[src/rtl/motion_sequencer.sv]
// motion_sequencer: closed-loop point-to-point move controller for one H-bridge
// channel. Ramps a signed 8-bit velocity command toward the target position and
// pulses done once the shaft has settled inside the tolerance window.
module motion_sequencer #(
    parameter int POS_W      = 16,
    parameter int VMAX       = 100,
    parameter int VMIN       = 20,
    parameter int DECEL_DIST = 256,
    parameter int TOL        = 2,
    parameter int RAMP_DIV   = 1000,
    parameter int SETTLE_CYC = 50000
) (
    input  logic                    cclk,
    input  logic                    rstb,
    input  logic                    cmd_valid,
    output logic                    cmd_ready,
    input  logic signed [POS_W-1:0] cmd_target,
    input  logic                    abort,
    input  logic signed [POS_W-1:0] pos,
    output logic signed [7:0]       velocity,
    output logic                    busy,
    output logic                    done,
    output logic                    aborted
);
    localparam int EW = POS_W + 1;
    localparam int PW = $clog2(RAMP_DIV);
    localparam int SW = $clog2(SETTLE_CYC + 1);

    localparam logic [EW-1:0] TOL_V       = EW'(TOL);
    localparam logic [EW-1:0] DECEL_V     = EW'(DECEL_DIST);
    localparam logic [6:0]    VMAX_V      = 7'(VMAX);
    localparam logic [6:0]    VMIN_V      = 7'(VMIN);
    localparam logic [PW-1:0] RAMP_LAST   = PW'(RAMP_DIV - 1);
    localparam logic [SW-1:0] SETTLE_LAST = SW'(SETTLE_CYC - 1);

    typedef enum logic [1:0] {S_IDLE, S_RUN, S_STOP, S_SETTLE} state_t;

    state_t                  state, state_nxt;
    logic signed [POS_W-1:0] target, target_nxt;
    logic                    dir, dir_nxt;
    logic                    abort_pend, pend_nxt;
    logic [6:0]              mag, mag_nxt, goal;
    logic [PW-1:0]           pre_cnt;
    logic [SW-1:0]           settle_cnt, settle_nxt;
    logic                    done_nxt, aborted_nxt;
    logic signed [EW-1:0]    err, acc_err;
    logic [EW-1:0]           abs_err;
    logic                    err_neg, in_tol, far, tick, accept;
    logic [7:0]              vel_mag;

    // Error is one bit wider than the operands so target - pos can never wrap.
    assign err     = {target[POS_W-1], target} - {pos[POS_W-1], pos};
    assign acc_err = {cmd_target[POS_W-1], cmd_target} - {pos[POS_W-1], pos};
    assign err_neg = err[EW-1];
    assign abs_err = err_neg ? -err : err;
    assign in_tol  = (abs_err <= TOL_V);
    assign far     = (abs_err > DECEL_V);

    assign tick      = (pre_cnt == RAMP_LAST);
    assign cmd_ready = (state == S_IDLE);
    assign busy      = (state != S_IDLE);
    assign accept    = cmd_ready && cmd_valid;

    // Next-state, goal magnitude and completion decode.
    always_comb begin
        // NOTE: every signal gets a default first so no path leaves it unassigned (no latches).
        state_nxt   = state;
        target_nxt  = target;
        dir_nxt     = dir;
        pend_nxt    = abort_pend;
        settle_nxt  = '0;
        goal        = '0;
        done_nxt    = 1'b0;
        aborted_nxt = aborted;
        unique case (state)
            S_IDLE: begin
                if (cmd_valid) begin
                    target_nxt = cmd_target;
                    dir_nxt    = acc_err[EW-1];
                    state_nxt  = S_RUN;
                end
            end
            S_RUN: begin
                goal = far ? VMAX_V : VMIN_V;
                if (abort) begin
                    pend_nxt  = 1'b1;
                    state_nxt = S_STOP;
                end else if (in_tol || (err_neg != dir)) begin
                    // Either arrived or overshot; both brake to zero first.
                    state_nxt = S_STOP;
                end
            end
            S_STOP: begin
                if (mag == '0) begin
                    if (abort || abort_pend) begin
                        state_nxt   = S_IDLE;
                        done_nxt    = 1'b1;
                        aborted_nxt = 1'b1;
                        pend_nxt    = 1'b0;
                    end else if (in_tol) begin
                        state_nxt = S_SETTLE;
                    end else begin
                        dir_nxt   = err_neg;
                        state_nxt = S_RUN;
                    end
                end else if (abort) begin
                    pend_nxt = 1'b1;
                end
            end
            S_SETTLE: begin
                if (abort) begin
                    state_nxt   = S_IDLE;
                    done_nxt    = 1'b1;
                    aborted_nxt = 1'b1;
                end else if (!in_tol) begin
                    dir_nxt   = err_neg;
                    state_nxt = S_RUN;
                end else if (settle_cnt == SETTLE_LAST) begin
                    state_nxt   = S_IDLE;
                    done_nxt    = 1'b1;
                    aborted_nxt = 1'b0;
                end else begin
                    settle_nxt = settle_cnt + SW'(1);
                end
            end
            default: state_nxt = S_IDLE;
        endcase
    end

    // Ramp: magnitude moves one step toward the goal only on a prescaler tick.
    always_comb begin
        mag_nxt = mag;
        if (tick) begin
            if (mag < goal)      mag_nxt = mag + 7'd1;
            else if (mag > goal) mag_nxt = mag - 7'd1;
        end
    end

    assign vel_mag = {1'b0, mag_nxt};

    // State, ramp and output registers; velocity tracks the next mag/dir so it
    // changes in the same cycle as the internal magnitude.
    always_ff @(posedge cclk or negedge rstb) begin
        if (!rstb) begin
            state      <= S_IDLE;
            target     <= '0;
            dir        <= 1'b0;
            abort_pend <= 1'b0;
            mag        <= '0;
            pre_cnt    <= '0;
            settle_cnt <= '0;
            velocity   <= '0;
            done       <= 1'b0;
            aborted    <= 1'b0;
        end else begin
            // NOTE: non-blocking assignments so every register samples pre-edge values.
            state      <= state_nxt;
            target     <= target_nxt;
            dir        <= dir_nxt;
            abort_pend <= pend_nxt;
            mag        <= mag_nxt;
            pre_cnt    <= (accept || tick) ? '0 : pre_cnt + PW'(1);
            settle_cnt <= settle_nxt;
            velocity   <= dir_nxt ? -vel_mag : vel_mag;
            done       <= done_nxt;
            aborted    <= aborted_nxt;
        end
    end

endmodule

[config.mk]
export PLATFORM = sky130hd
export DESIGN_NAME = motion_sequencer
export DESIGN_NICKNAME = d
export VERILOG_FILES = /design/src/rtl/motion_sequencer.sv
export SDC_FILE = /design/constraint.sdc
export NUM_CORES = 1
export LEC_CHECK = 0
export BUFFER_PORTS_ARGS = -buffer_cell sky130_fd_sc_hd__buf_2
export CAP_MARGIN = 20
export CORE_ASPECT_RATIO = 0.75
export CORE_MARGIN = 4
export CORE_UTILIZATION = 60
export DETAILED_ROUTE_END_ITERATION = 16
export PLACE_DENSITY = 0.91
export SYNTH_ARGS = -nofsm -noshare
export SYNTH_HDL_FRONTEND = slang
export SYNTH_SLANG_ARGS = --single-unit
[constraint.sdc]
create_clock -name cclk -period 17 [get_ports cclk]
set_input_delay 5.1 -clock cclk [delete_from_list [all_inputs] [get_ports cclk]]
set_output_delay 5.1 -clock cclk [all_outputs]
set_load 0.01 [all_outputs]
Word level (Yosys, flattened, before mapping)
Index checks and enable logic that the tools add are counted.
{ "classes": {"add_sub_neg": 8, "magnitude_cmp": 4, "eq_ne": 14, "n_mux": 44, "reduce_logical": 13} }
{ "op_table": {"columns": ["op", "n"], "rows": [
  ["$mux W16", 4],
  ["$mux W7", 5],
  ["$sub A16 B16 Y17", 2],
  ["$mux W1", 18],
  ["$mux W2", 9],
  ["$gt A17 B9 Y1 const B", 1],
  ["$le A17 B2 Y1 const B", 1],
  ["$mux W17", 1],
  ["$neg A17 Y17", 1],
  ["$add A16 B1 Y16 const B", 1],
  ["$eq A16 B16 Y1 const B", 1],
  ["$ne A3 B3 Y1 const B", 4],
  ["$add A10 B1 Y10 const B", 1],
  ["$eq A10 B10 Y1 const B", 1],
  ["$mux W10", 1],
  ["$mux W8", 1],
  ["$neg A7 Y8", 1],
  ["$pmux W2 S4", 1],
  ["$add A7 B1 Y7 const B", 1],
  ["$gt A7 B7 Y1", 1],
  ["$logic_not A7 Y1", 1],
  ["$lt A7 B7 Y1", 1],
  ["$sub A7 B1 Y7 const B", 1],
  ["$ne A2 B2 Y1 const B", 3],
  ["other kinds (13)", 21]
]} }
{ "word_totals": {"register_bits": 63, "in_bits": 36, "elab_cells": 93, "output_inout_bits": 12} }

Logic depth before layout (Yosys ltp)
{ "logic_depth": {"word_depth": 12, "depth_mapped": 25, "mapped_depth_nobuf": 25} }

Least setup slack after synthesis
OpenSTA, ideal clock, no wires.
{ "synth_timing": {"path_type": "input -> register", "start": "input pos[3]", "end": "register velocity[6]", "path_slack_ns": 6.133, "required_time_ns": 16.871, "arrival_ns": 10.738, "path_stages": 25, "setup_ns": 0.129, "path_cell_list": "inv_1 > ha_1 > buf_6 > o211a_1 > a21boi_4 > or3_1 > and2_4 > or4_1 > or4b_4 > a41oi_1 > o32a_2 > nor2_1 > nand2_1 > nand2_1 > ha_1 > and3_1 > a221oi_1 > nor4b_1 > nor2_1 > mux2i_1 > ha_1 > and3_1 > nor3b_1 > a31oi_1 > xnor2_1"} }
{ "synth_between": {"elab_chain_cells": 12, "elab_cells_between_ends": 21, "cone_classes": "add/sub: 4; order compare: 4; mux: 13"} }
{ "synth_lines": {"columns": ["element", "line", "rtl"], "rows": [
  ["start: declaration", "19", "input logic signed [POS_W-1:0] pos,"],
  ["$sub A16 B16 Y17", "52", "assign err = {target[POS_W-1], target} - {pos[POS_W-1], pos};"],
  ["$neg A17 Y17", "55", "assign abs_err = err_neg ? -err : err;"],
  ["$mux W17", "55", null],
  ["$gt A17 B9 Y1", "57", "assign far = (abs_err > DECEL_V);"],
  ["$mux W7", "84", "goal = far ? VMAX_V : VMIN_V;"],
  ["$mux W7", "75", "unique case (state)"],
  ["$gt A7 B7 Y1", "135", "else if (mag > goal) mag_nxt = mag - 7'd1;"],
  ["$mux W7", "135", null],
  ["$mux W7", "134", "if (mag < goal) mag_nxt = mag + 7'd1;"],
  ["$mux W7", "133", "if (tick) begin"],
  ["$neg A7 Y8", "164", "velocity <= dir_nxt ? -vel_mag : vel_mag;"],
  ["$mux W8 *", "164", null],
  ["end signal: assignment", "164", null],
  ["end: declaration", "20", "output logic signed [7:0] velocity,"]
]} }
Every way passes the cells marked *; elsewhere a longest branch is shown, timed or not.
A chain may end at the register's enable or synchronous reset.

Worst setup path after layout
{ "layout_timing": {"start": "input pos[0]", "end": "register velocity[6]"} }
Same word-level chain as after synthesis.

==> metrics.txt <==
Mapped Avg Cell Area=8.30 um2; Max clock buf depth=2; initial drt markers=515; aggregate global routing overflow=0; setup violators final=0; Final Net Count=713; crit path launch=pos[0]; post_cts resized=0; Root Driver=clkbuf_8; Worst Path Max Fanout=9; endpoint type of the worst setup path=flip-flop; P per Cell Area=161 mW/mm2; Clock Pin Slew Worst Setup and Hold Paths=0.08 ns; Core Area=0.00795 mm2; via count=4,622; Die ar.=0.00977 mm2; Die X=113 um; EDFF count, synth=0; post-synthesis async set-or-reset flop share=100%; Vias per Instance=6.20; Synth area leaders=dfrtp_1, ha_1, nand2_1, nor2_1, xnor2_1; # DRC=0; global placement routability congestion=0.986; Peak Freq=86.9 MHz; Post-Place Worst Slack=5.25 ns; Fin Clk Skew=0.0147 ns; most common cell in the netlist=nand2_1; synth warn=0; Hold Path Origin=settle_cnt[0]; RR Startpoint=target[0]; synth cell count leaders=nand2_1, dfrtp_1, nor2_1, ha_1, inv_1; WP data arrival=11.75 ns; initial antenna violation count=0; Final HPWL DP=9030 um; worst setup margin=5.49 ns; critical path class=input pin to flip-flop; clk sinks=62; TNS Setup=0 ns; Post-synth top flop=dfrtp_1; #FFs+latches synth=62; Cells after Synth=596; worst-skew pair later-pin latency=0.36 ns; critical path launch point type=input pin; port bufs=47; period utilization=67.7%; post-synthesis cell area=0.00494 mm2; H-tree depth=3; Distinct cells, synth=74; worst slew pin tran=1.02 ns; Boundary Pins=48; Fin. Hold Viols=0; Initial Utilization=62.2%; worst hold slack=0.459 ns; Slew Viols, Final=0; largest net degree at the start of global routing=63; GRT Util Overall=26.0%; DRT antenna net count=0; Avg WL per Cell=16.4 um; Routed WL=12,200 um; CTS Buf Count=9; Pleak=0.00262 uW; maximum vdd drop=77.1 uV; drt pass-1 iters=5; first-pass GRT wire length=20,700 um; ANT cells=0; # hold bufs at CTS=0; Final min period=11.51 ns; area delta synth->final=9.89%; Hold WC Path Type=flip-flop to flip-flop; CTS tree=yes; RSZ-0062 raised after global routing=false; number of post-CTS setup repair buffers=0; worst path required time=17.24 ns; Yosys top cell by area=dfrtp_1; layout cells sized above 1=12.7%; Register-to-Register Path Depth=25; vias in the first global route=4,500; num rows=28; MaxCap Viol Count=0; slew margin rel.=31.8%; Synthesized Nets=674; die height=86.6 um; status=complete, no violations; register area share after synthesis=31.4%; top cell type's share of synthesized area=31.4%; hold-critical path depth=1
-- worst max-delay path, cell delays in order --
cell and delay [ns]:
buf_2 0.11, ha_1 0.23, fa_1 0.44, nor2b_1 0.25, a21oi_1 0.10, nor3_1 0.34
nand3_1 0.23, or4_1 0.46, or4b_4 0.57, a41oi_1 0.24, o32a_2 0.25, nor2_1 0.09
nand2_1 0.07, nand2_1 0.08, ha_1 0.31, and3_1 0.20, a221oi_1 0.87, nor4b_1 0.20
nor2_1 0.36, mux2i_1 0.35, ha_1 0.22, and3_1 0.20, nor3b_1 0.23, a31oi_1 0.08
xnor2_1 0.16
-- stage by stage --
| stage | instance area (um2) | total power [uW] | std cells | util (%) |
|---|---|---|---|---|
| after floorplan | 4940 | 606 | 596 | - |
| after global placement | 5230 | 699 | 729 | 65.8 |
| after detailed placement | 5230 | 722 | 729 | 65.8 |
| after CTS | 5430 | 864 | 745 | 68.3 |
| after global routing | 5430 | 942 | 745 | 68.3 |
| final | 5430 | 877 | 745 | 68.3 |
-- flip-flops by register name, indices dropped and copies added (netlist names) --
register,flops
aborted,1
abort_pend,1
target,16
pre_cnt,10
velocity,7
state,2
mag,7
dir,1
done,1
settle_cnt,16
-- routing by layer --
layer | global-route usage, % | wire length, um | share of wire (%) | vias to the layer above
met1 | 34.2 | 5420 | 44 | 2180
li1 | - | - | - | 2211
met4 | 10.9 | 240 | 2.0 | 0
met3 | 5.58 | 988 | 8.1 | 27
met2 | 41.9 | 5580 | 46 | 204
met5 | 0 | 0 | 0 | -
-- layout make-up --
class / count / area [um2]
multi-input combinational: 477 / 3170
fill: 622 / 2520
sequential: 62 / 1550
timing repair buffer: 48 / 243
inverter: 37 / 139
tap: 105 / 131
clock buffer: 9 / 124
clock inverter: 7 / 80.1
-- final timing paths --
check	endpoint	slack, ns
min in group asynchronous	target[7]	4.89
setup reg to reg	velocity[6]	9.96
hold / removal	settle_cnt[0]	0.46
hold reg to reg	settle_cnt[0]	0.46
setup / recovery	velocity[6]	5.49
max in group asynchronous	settle_cnt[10]	11.56
-- kinds of logic (layout without fill, tap and decap cells) --
family | count (synthesis) | count (layout) | share of synthesized area (%)
simple gates | 255 | 255 | 25.4
compound gates | 134 | 134 | 19.4
flops | 62 | 62 | 31.4
buf+inv | 57 | 101 | 4.61
fa+ha+maj | 42 | 42 | 10.8
xor+xnor | 39 | 39 | 6.91
mux | 7 | 7 | 1.57
-- placed cells by master, fill, tap and decap left out, drive strengths merged, types with 5 or more instances in the layout --
master	Yosys	final
a211o	7	7
a21o	11	11
a21oi	30	30
a31oi	8	8
and2	8	8
and3	17	17
buf	5	48
clkbuf	15	9
dfrtp	62	62
ha	41	41
inv	37	39
nand2	83	83
nand2b	5	5
nand3	22	22
nand4	7	7
nor2	60	60
nor2b	6	6
nor3	12	12
nor3b	5	5
nor4	5	5
o21a	5	5
o21ai	22	22
or3	5	5
xnor2	23	23
xor2	16	16
-- where the power goes --
group / leakage [uW] / internal, uW / switching (uW)
logic: 0.00172 / 209 / 320
registers: 0.000807 / 183 / 27.8
clock network: 0.0000964 / 69.1 / 67.4
Power figures use the tool's default switching activity.
